===== config.mk =====
export PLATFORM = sky130hd
export DESIGN_NAME = shared_divider_scheduler
export DESIGN_NICKNAME = d
export VERILOG_FILES = /design/src/rtl/shared_divider_pkg.sv /design/src/rtl/shared_divider_scheduler_rr_pick.sv /design/src/rtl/shared_divider_scheduler.sv
export SDC_FILE = /design/constraint.sdc
export NUM_CORES = 1
export LEC_CHECK = 0
export CORE_ASPECT_RATIO = 1.2
export CORE_MARGIN = 3
export CORE_UTILIZATION = 50
export CTS_BUF_LIST = sky130_fd_sc_hd__clkbuf_4 sky130_fd_sc_hd__clkbuf_8
export DETAILED_ROUTE_END_ITERATION = 10
export PLACE_DENSITY = 0.92
export SYNTH_ARGS = -nofsm -noshare
export SYNTH_HDL_FRONTEND = slang
export SYNTH_SLANG_ARGS = --single-unit

===== constraint.sdc =====
create_clock -name clk -period 3.3 [get_ports clk]
set_input_delay 0.33 -clock clk [delete_from_list [all_inputs] [get_ports clk]]
set_output_delay 0.33 -clock clk [all_outputs]
set_load 0.01 [all_outputs]

===== src/rtl/shared_divider_pkg.sv =====
// Shared-divider package: FSM state encoding, op-select constants, default sizes.
// Latency: n/a (types and constants only).
// Backpressure: n/a.
package shared_divider_pkg;

    localparam int DEFAULT_THREADS   = 4;
    localparam int DEFAULT_DATA_BITS = 8;

    // Per-thread op select: which half of the divide result is returned.
    localparam logic OP_QUOTIENT  = 1'b0;
    localparam logic OP_REMAINDER = 1'b1;

    typedef enum logic [1:0] {
        IDLE    = 2'd0,
        ITERATE = 2'd1,
        DONE    = 2'd2
    } state_t;

endpackage


===== src/rtl/shared_divider_scheduler_rr_pick.sv =====
// Round-robin picker: first set request at or above i_ptr, wrapping modulo THREADS.
// Latency: combinational.
// Backpressure: none; the caller decides when the grant is consumed.
// Ports: i_req request vector, i_ptr search start, o_grant one-hot winner,
//        o_idx encoded winner, o_any any request present.
module rr_pick #(
    parameter int THREADS = 4,
    parameter int PTR_W   = $clog2(THREADS)
) (
    input  logic [THREADS-1:0] i_req,
    input  logic [PTR_W-1:0]   i_ptr,
    output logic [THREADS-1:0] o_grant,
    output logic [PTR_W-1:0]   o_idx,
    output logic               o_any
);

    logic [THREADS-1:0]   w_mask;
    logic [2*THREADS-1:0] w_dbl;
    logic                 w_found;

    // Lower copy keeps only requests at or above the pointer; the upper,
    // unmasked copy supplies the wrapped-around candidates.
    always_comb begin
        for (int i = 0; i < THREADS; i++) begin
            w_mask[i] = (PTR_W'(i) >= i_ptr);
        end
    end

    assign w_dbl = {i_req, i_req & w_mask};

    always_comb begin
        w_found = 1'b0;
        o_idx   = '0;
        for (int i = 0; i < 2*THREADS; i++) begin
            if (!w_found && w_dbl[i]) begin
                w_found = 1'b1;
                o_idx   = PTR_W'(i % THREADS);
            end
        end
    end

    assign o_any   = |i_req;
    assign o_grant = o_any ? (THREADS'(1) << o_idx) : '0;

endmodule


===== src/rtl/shared_divider_scheduler.sv =====
// One iterative restoring divider shared round-robin between THREADS thread ALUs.
// Latency: DATA_BITS+2 cycles from the IDLE sampling cycle to the done cycle
//          (2 cycles for rt==0 / rs<rt when DIVIDER_EARLY_OUT_EN is defined).
// Backpressure: losers hold req and wait; one grant per IDLE visit, no timeout.
// Ports: clk, reset (async active-high); req/op/rs/rt per-thread requests;
//        done one-hot one-cycle completion; result quotient or remainder; busy != IDLE.
// Build option: DIVIDER_EARLY_OUT_EN skips iteration for trivially-known results.
module shared_divider_scheduler
    import shared_divider_pkg::*;
#(
    parameter int THREADS   = DEFAULT_THREADS,
    parameter int DATA_BITS = DEFAULT_DATA_BITS
) (
    input  logic                           clk,
    input  logic                           reset,
    input  logic [THREADS-1:0]             req,
    input  logic [THREADS-1:0]             op,
    input  logic [THREADS*DATA_BITS-1:0]   rs,
    input  logic [THREADS*DATA_BITS-1:0]   rt,
    output logic [THREADS-1:0]             done,
    output logic [DATA_BITS-1:0]           result,
    output logic                           busy
);

    localparam int PTR_W = (THREADS > 1) ? $clog2(THREADS) : 1;
    localparam int CNT_W = $clog2(DATA_BITS + 1);

    state_t               r_state,    w_state_nxt;
    logic [PTR_W-1:0]     r_rr_ptr,   w_rr_ptr_nxt;
    logic [PTR_W-1:0]     r_win,      w_win_nxt;
    logic [THREADS-1:0]   r_win_oh,   w_win_oh_nxt;
    logic                 r_op,       w_op_nxt;
    logic [DATA_BITS-1:0] r_dq,       w_dq_nxt;     // dividend in, quotient out
    logic [DATA_BITS-1:0] r_dvs,      w_dvs_nxt;
    logic [DATA_BITS:0]   r_rem,      w_rem_nxt;    // one spare bit so the compare never overflows
    logic [CNT_W-1:0]     r_cnt,      w_cnt_nxt;
    logic [THREADS-1:0]   r_done,     w_done_nxt;
    logic [DATA_BITS-1:0] r_result,   w_result_nxt;

    logic [THREADS-1:0]   w_grant;
    logic [PTR_W-1:0]     w_idx;
    logic                 w_any;
    logic [DATA_BITS-1:0] w_sel_rs;
    logic [DATA_BITS-1:0] w_sel_rt;
    logic                 w_sel_op;

    logic [DATA_BITS:0]   w_rem_sh;
    logic                 w_ge;
    logic [DATA_BITS:0]   w_rem_iter;
    logic [DATA_BITS-1:0] w_dq_iter;

    rr_pick #(
        .THREADS (THREADS),
        .PTR_W   (PTR_W)
    ) u_rr_pick (
        .i_req   (req),
        .i_ptr   (r_rr_ptr),
        .o_grant (w_grant),
        .o_idx   (w_idx),
        .o_any   (w_any)
    );

    assign w_sel_rs = rs[w_idx*DATA_BITS +: DATA_BITS];
    assign w_sel_rt = rt[w_idx*DATA_BITS +: DATA_BITS];
    assign w_sel_op = op[w_idx];

    // One restoring step: bring in the next dividend MSB, trial-subtract.
    // With a zero divisor the compare always succeeds, giving all-ones
    // quotient and remainder == dividend without any special case.
    assign w_rem_sh   = {r_rem[DATA_BITS-1:0], r_dq[DATA_BITS-1]};
    assign w_ge       = (w_rem_sh >= {1'b0, r_dvs});
    assign w_rem_iter = w_ge ? (w_rem_sh - {1'b0, r_dvs}) : w_rem_sh;
    assign w_dq_iter  = {r_dq[DATA_BITS-2:0], w_ge};

    always_comb begin
        w_state_nxt  = r_state;
        w_rr_ptr_nxt = r_rr_ptr;
        w_win_nxt    = r_win;
        w_win_oh_nxt = r_win_oh;
        w_op_nxt     = r_op;
        w_dq_nxt     = r_dq;
        w_dvs_nxt    = r_dvs;
        w_rem_nxt    = r_rem;
        w_cnt_nxt    = r_cnt;
        w_done_nxt   = '0;
        w_result_nxt = r_result;

        case (r_state)
            IDLE: begin
                if (w_any) begin
                    w_win_nxt    = w_idx;
                    w_win_oh_nxt = w_grant;
                    w_op_nxt     = w_sel_op;
                    w_dq_nxt     = w_sel_rs;
                    w_dvs_nxt    = w_sel_rt;
                    w_rem_nxt    = '0;
                    w_cnt_nxt    = '0;
                    w_state_nxt  = ITERATE;
`ifdef DIVIDER_EARLY_OUT_EN
                    // Result is known without iterating: quotient is all ones
                    // (zero divisor) or zero (dividend smaller), remainder is rs.
                    if ((w_sel_rt == '0) || (w_sel_rs < w_sel_rt)) begin
                        w_state_nxt  = DONE;
                        w_done_nxt   = w_grant;
                        w_result_nxt = (w_sel_op == OP_REMAINDER) ? w_sel_rs :
                                       ((w_sel_rt == '0) ? '1 : '0);
                    end
`endif
                end
            end

            ITERATE: begin
                w_rem_nxt = w_rem_iter;
                w_dq_nxt  = w_dq_iter;
                w_cnt_nxt = r_cnt + 1'b1;
                if (r_cnt == CNT_W'(DATA_BITS - 1)) begin
                    // done and result are registered so they line up with DONE.
                    w_state_nxt  = DONE;
                    w_done_nxt   = r_win_oh;
                    w_result_nxt = (r_op == OP_REMAINDER) ? w_rem_iter[DATA_BITS-1:0] : w_dq_iter;
                end
            end

            DONE: begin
                w_rr_ptr_nxt = (r_win == PTR_W'(THREADS - 1)) ? '0 : (r_win + 1'b1);
                w_state_nxt  = IDLE;
            end

            default: begin
                w_state_nxt = IDLE;
            end
        endcase
    end

    always_ff @(posedge clk or posedge reset) begin
        if (reset) begin
            r_state  <= IDLE;
            r_rr_ptr <= '0;
            r_win    <= '0;
            r_win_oh <= '0;
            r_op     <= 1'b0;
            r_dq     <= '0;
            r_dvs    <= '0;
            r_rem    <= '0;
            r_cnt    <= '0;
            r_done   <= '0;
            r_result <= '0;
        end else begin
            r_state  <= w_state_nxt;
            r_rr_ptr <= w_rr_ptr_nxt;
            r_win    <= w_win_nxt;
            r_win_oh <= w_win_oh_nxt;
            r_op     <= w_op_nxt;
            r_dq     <= w_dq_nxt;
            r_dvs    <= w_dvs_nxt;
            r_rem    <= w_rem_nxt;
            r_cnt    <= w_cnt_nxt;
            r_done   <= w_done_nxt;
            r_result <= w_result_nxt;
        end
    end

    assign done   = r_done;
    assign result = r_result;
    assign busy   = (r_state != IDLE);

endmodule


==> run_results.csv <==
group,metric,value,unit
status,status,"completed",
sta,timing.fmax,388,MHz
synthesis,ys_types,69,
grt,grt_overflow,0,
worst_setup_path,reg2reg_depth,6,
detailed_routing,drt_iter0_drc,465,
synthesis,ys_async_sr_fraction,100,%
clocking,cts.sinks,51,
placed_design,pre_cts_ws,0.754,ns
clocking,cts_root_buf,"clkbuf_8",
sta,rsz0062_at_grt,"no",
sta,fin_tns_setup,0,ns
min_path,min_path_type,"reg -> reg",
clocking,cts-htree-levels,2,
detailed_routing,post_drt_wl_per_cell,19.5,µm
placed_design,dp_hpwl,7750,µm
detailed_routing,vias,3575,
synthesis,syn_area_per_cell,9.08,µm²
detailed_routing,ant_nets,0,
sta,finalCriticalPeriod,2.58,ns
sta,maxSlewViolCount,0,
power_and_ir_drop,leakagePower,1.87,nW
synthesis,yosys_warnings,0,
detailed_routing,first_pass_iters,6,
sta,fin_crit_sh,78.1,%
synthesis,synth-main-ff-cell,"dfrtp_1",
synthesis,synth_area,0.00353,mm²
sta,maxSlewHeadroom,28.6,%
synthesis,syn_inst,389,
run,cap_violations,0,
grt,grt_pass1_wl,17300,µm
clocking,cts_inserted_buffers,5,
floorplan,fp.dieW,82.7,µm
clocking,cts_tree,"yes",
floorplan,dieArea,0.00812,mm²
detailed_routing,remaining_drc_errors,0,
sta,tightest_slew,1.07,ns
detailed_routing,vias_per_cell,6.57,
synthesis,seq_area_frac_synth,36.1,%
floorplan,fp.coreArea,0.00665,mm²
sta,hold_viol,0,
final_layout,drive_above_1_share,7.63,%
worst_setup_path,cp.arrival,2.77,ns
synthesis,synth_edf_count,0,
final_layout,num_antenna_cells,0,
grt,first_global_vias,3567,
worst_setup_path,startpoint_type,"flip-flop",
clocking,clockBufferDepth,2,
floorplan,die_y,98.1,µm
power_and_ir_drop,p_per_area,962,mW/mm²
clocking,cts.repair.resized,0,
grt,antenna_found_initial,0,
synthesis,ys_ff_latch,51,
clocking,hold_buffers,0,
final_layout,area_growth,26.7,%
grt,grtUsageTotal,27.3,%
worst_setup_path,cp.required,3.49,ns
synthesis,synthesis.nets,474,
placed_design,port_buffers,86,
worst_setup_path,cp_max_fo,13,
sta,layout_setup_ws,0.723,ns
sta,finalSetupViolations,0,
floorplan,rows,32,
min_path,hold_depth,2,
final_layout,layout_commonest_cell,"clkdlybuf4s50_1",
worst_setup_path,worst-setup-path-type,"reg -> reg",
final_layout,mostFrequentLayoutCells,"clkdlybuf4s50_1 (86), dfrtp_1 (51), nand2_1 (42)",
sta,fin_skew,0.0133,ns
floorplan,io_pins,87,
final_layout,layout.nets,543,
clocking,clkTransAtPathRegs,0.11,ns
grt,grt_max_degree,52,
detailed_routing,drt-total-wl,10600,µm
placed_design,place_congestion,0.937,
worst_setup_path,critPathCaptureType,"flip-flop",
clocking,clock_latency,0.31,ns
power_and_ir_drop,vdd_ir_drop_max,533,µV
clocking,post-cts-setup-buffer-count,0,
floorplan,start_util,53.2,%
final timing paths:
check,start,endpoint,slack (ns)
worst max-delay path,r_rem[5]$_DFFE_PP0P_,r_rem[0]$_DFFE_PP0P_,0.72
worst min-delay path,r_win_oh[3]$_DFFE_PP0P_,r_win_oh[3]$_DFFE_PP0P_,0.49
worst max register to register,r_rem[5]$_DFFE_PP0P_,r_rem[0]$_DFFE_PP0P_,0.72
worst min register to register,r_win_oh[3]$_DFFE_PP0P_,r_win_oh[3]$_DFFE_PP0P_,0.49
max in group asynchronous,reset,r_rr_ptr[0]$_DFFE_PP0N_,2.04
min in group asynchronous,reset,r_rem[7]$_DFFE_PP0P_,0.60
through the flow:
stage	hold slack, ns	area (µm²)	std cells	utilization (%)	power, mW
floorplan	0.437	3530	389	-	3.08
global placement	0.449	4340	536	65.3	3.54
detailed placement	0.459	4340	536	65.3	3.69
CTS	0.482	4480	544	67.4	4.26
global route	0.510	4480	544	67.4	4.63
finish	0.485	4480	544	67.4	4.31
worst max-delay path, stage by stage, from the launching register on:
cell and delay, ns:
dfrtp_1 0.46, ha_1 0.47, o211ai_1 0.18, a21oi_2 0.25, a21boi_2 0.54, o21ai_0 0.22
a32o_1 0.33
sequential cells by signal, summed over array words and instances, names as in the netlist:
register / flops
r_win: 2
done: 4
r_win_oh: 4
r_dq: 8
r_rr_ptr: 2
result: 8
r_op: 1
r_rem: 8
r_dvs: 8
r_state: 2
r_cnt: 4
where the power goes:
part	internal (mW)	leakage, nW	switching (mW)
Clock	0.308	0.0703	0.231
Combinational	1.11	1.18	1.50
Sequential	0.904	0.621	0.261
Total	2.32	1.87	1.99
cells by family (layout without fill, tap and decap cells):
| logic type | count (synthesis) | in the layout | synth area share (%) |
|---|---|---|---|
| compound gates | 150 | 150 | 31.3 |
| xor+xnor | 4 | 4 | 0.991 |
| simple gates | 119 | 119 | 17.2 |
| fa+ha+maj | 11 | 11 | 4.11 |
| flops | 51 | 51 | 36.1 |
| buf+inv | 43 | 113 | 6.94 |
| mux | 11 | 11 | 3.33 |
cells in the mapped netlist (3+ instances only):
master / number / area share, %
and3_1: 4 / 0.71
clkbuf_1: 8 / 0.85
buf_2: 6 / 0.85
or3_1: 6 / 1.1
a21boi_0: 4 / 0.85
a21oi_1: 28 / 4.0
o21ai_0: 33 / 4.7
o211ai_1: 4 / 0.85
mux2i_1: 8 / 2.3
xor2_1: 4 / 0.99
nand3_1: 18 / 2.5
inv_1: 14 / 1.5
a221o_1: 8 / 2.3
ha_1: 10 / 3.5
a22o_1: 4 / 0.99
nand2b_1: 4 / 0.71
nand2_1: 42 / 4.5
a22oi_1: 3 / 0.64
buf_4: 4 / 0.85
nor3_1: 6 / 0.85
nor2b_1: 4 / 0.71
nand4_1: 4 / 0.71
a221oi_1: 8 / 2.0
a2bb2oi_1: 6 / 1.5
nor2_1: 16 / 1.7
a21o_1: 8 / 1.7
buf_6: 8 / 2.5
dfrtp_1: 51 / 36
o31ai_2: 4 / 1.4
o221ai_1: 7 / 1.7
nor3b_1: 3 / 0.64
a31oi_1: 6 / 1.1
layer usage:
metal	global-route usage [%]	vias to the layer above	part of all wire, %
li1	-	1594	-
met1	34.1	1717	38
met2	45.5	216	51
met3	5.07	48	7.0
met4	11.4	0	4.0
met5	0	-	0
final cells by class:
class                   count  area [µm²]
inverters                  16        60.1
fillers                   528        2170
clock inverters             3        71.3
well taps                  85         106
multi-input cells         295        2010
clock buffers               5        68.8
flip-flops and latches     51        1280
repair buffers             89         883
(Power assumes the default switching activity.)
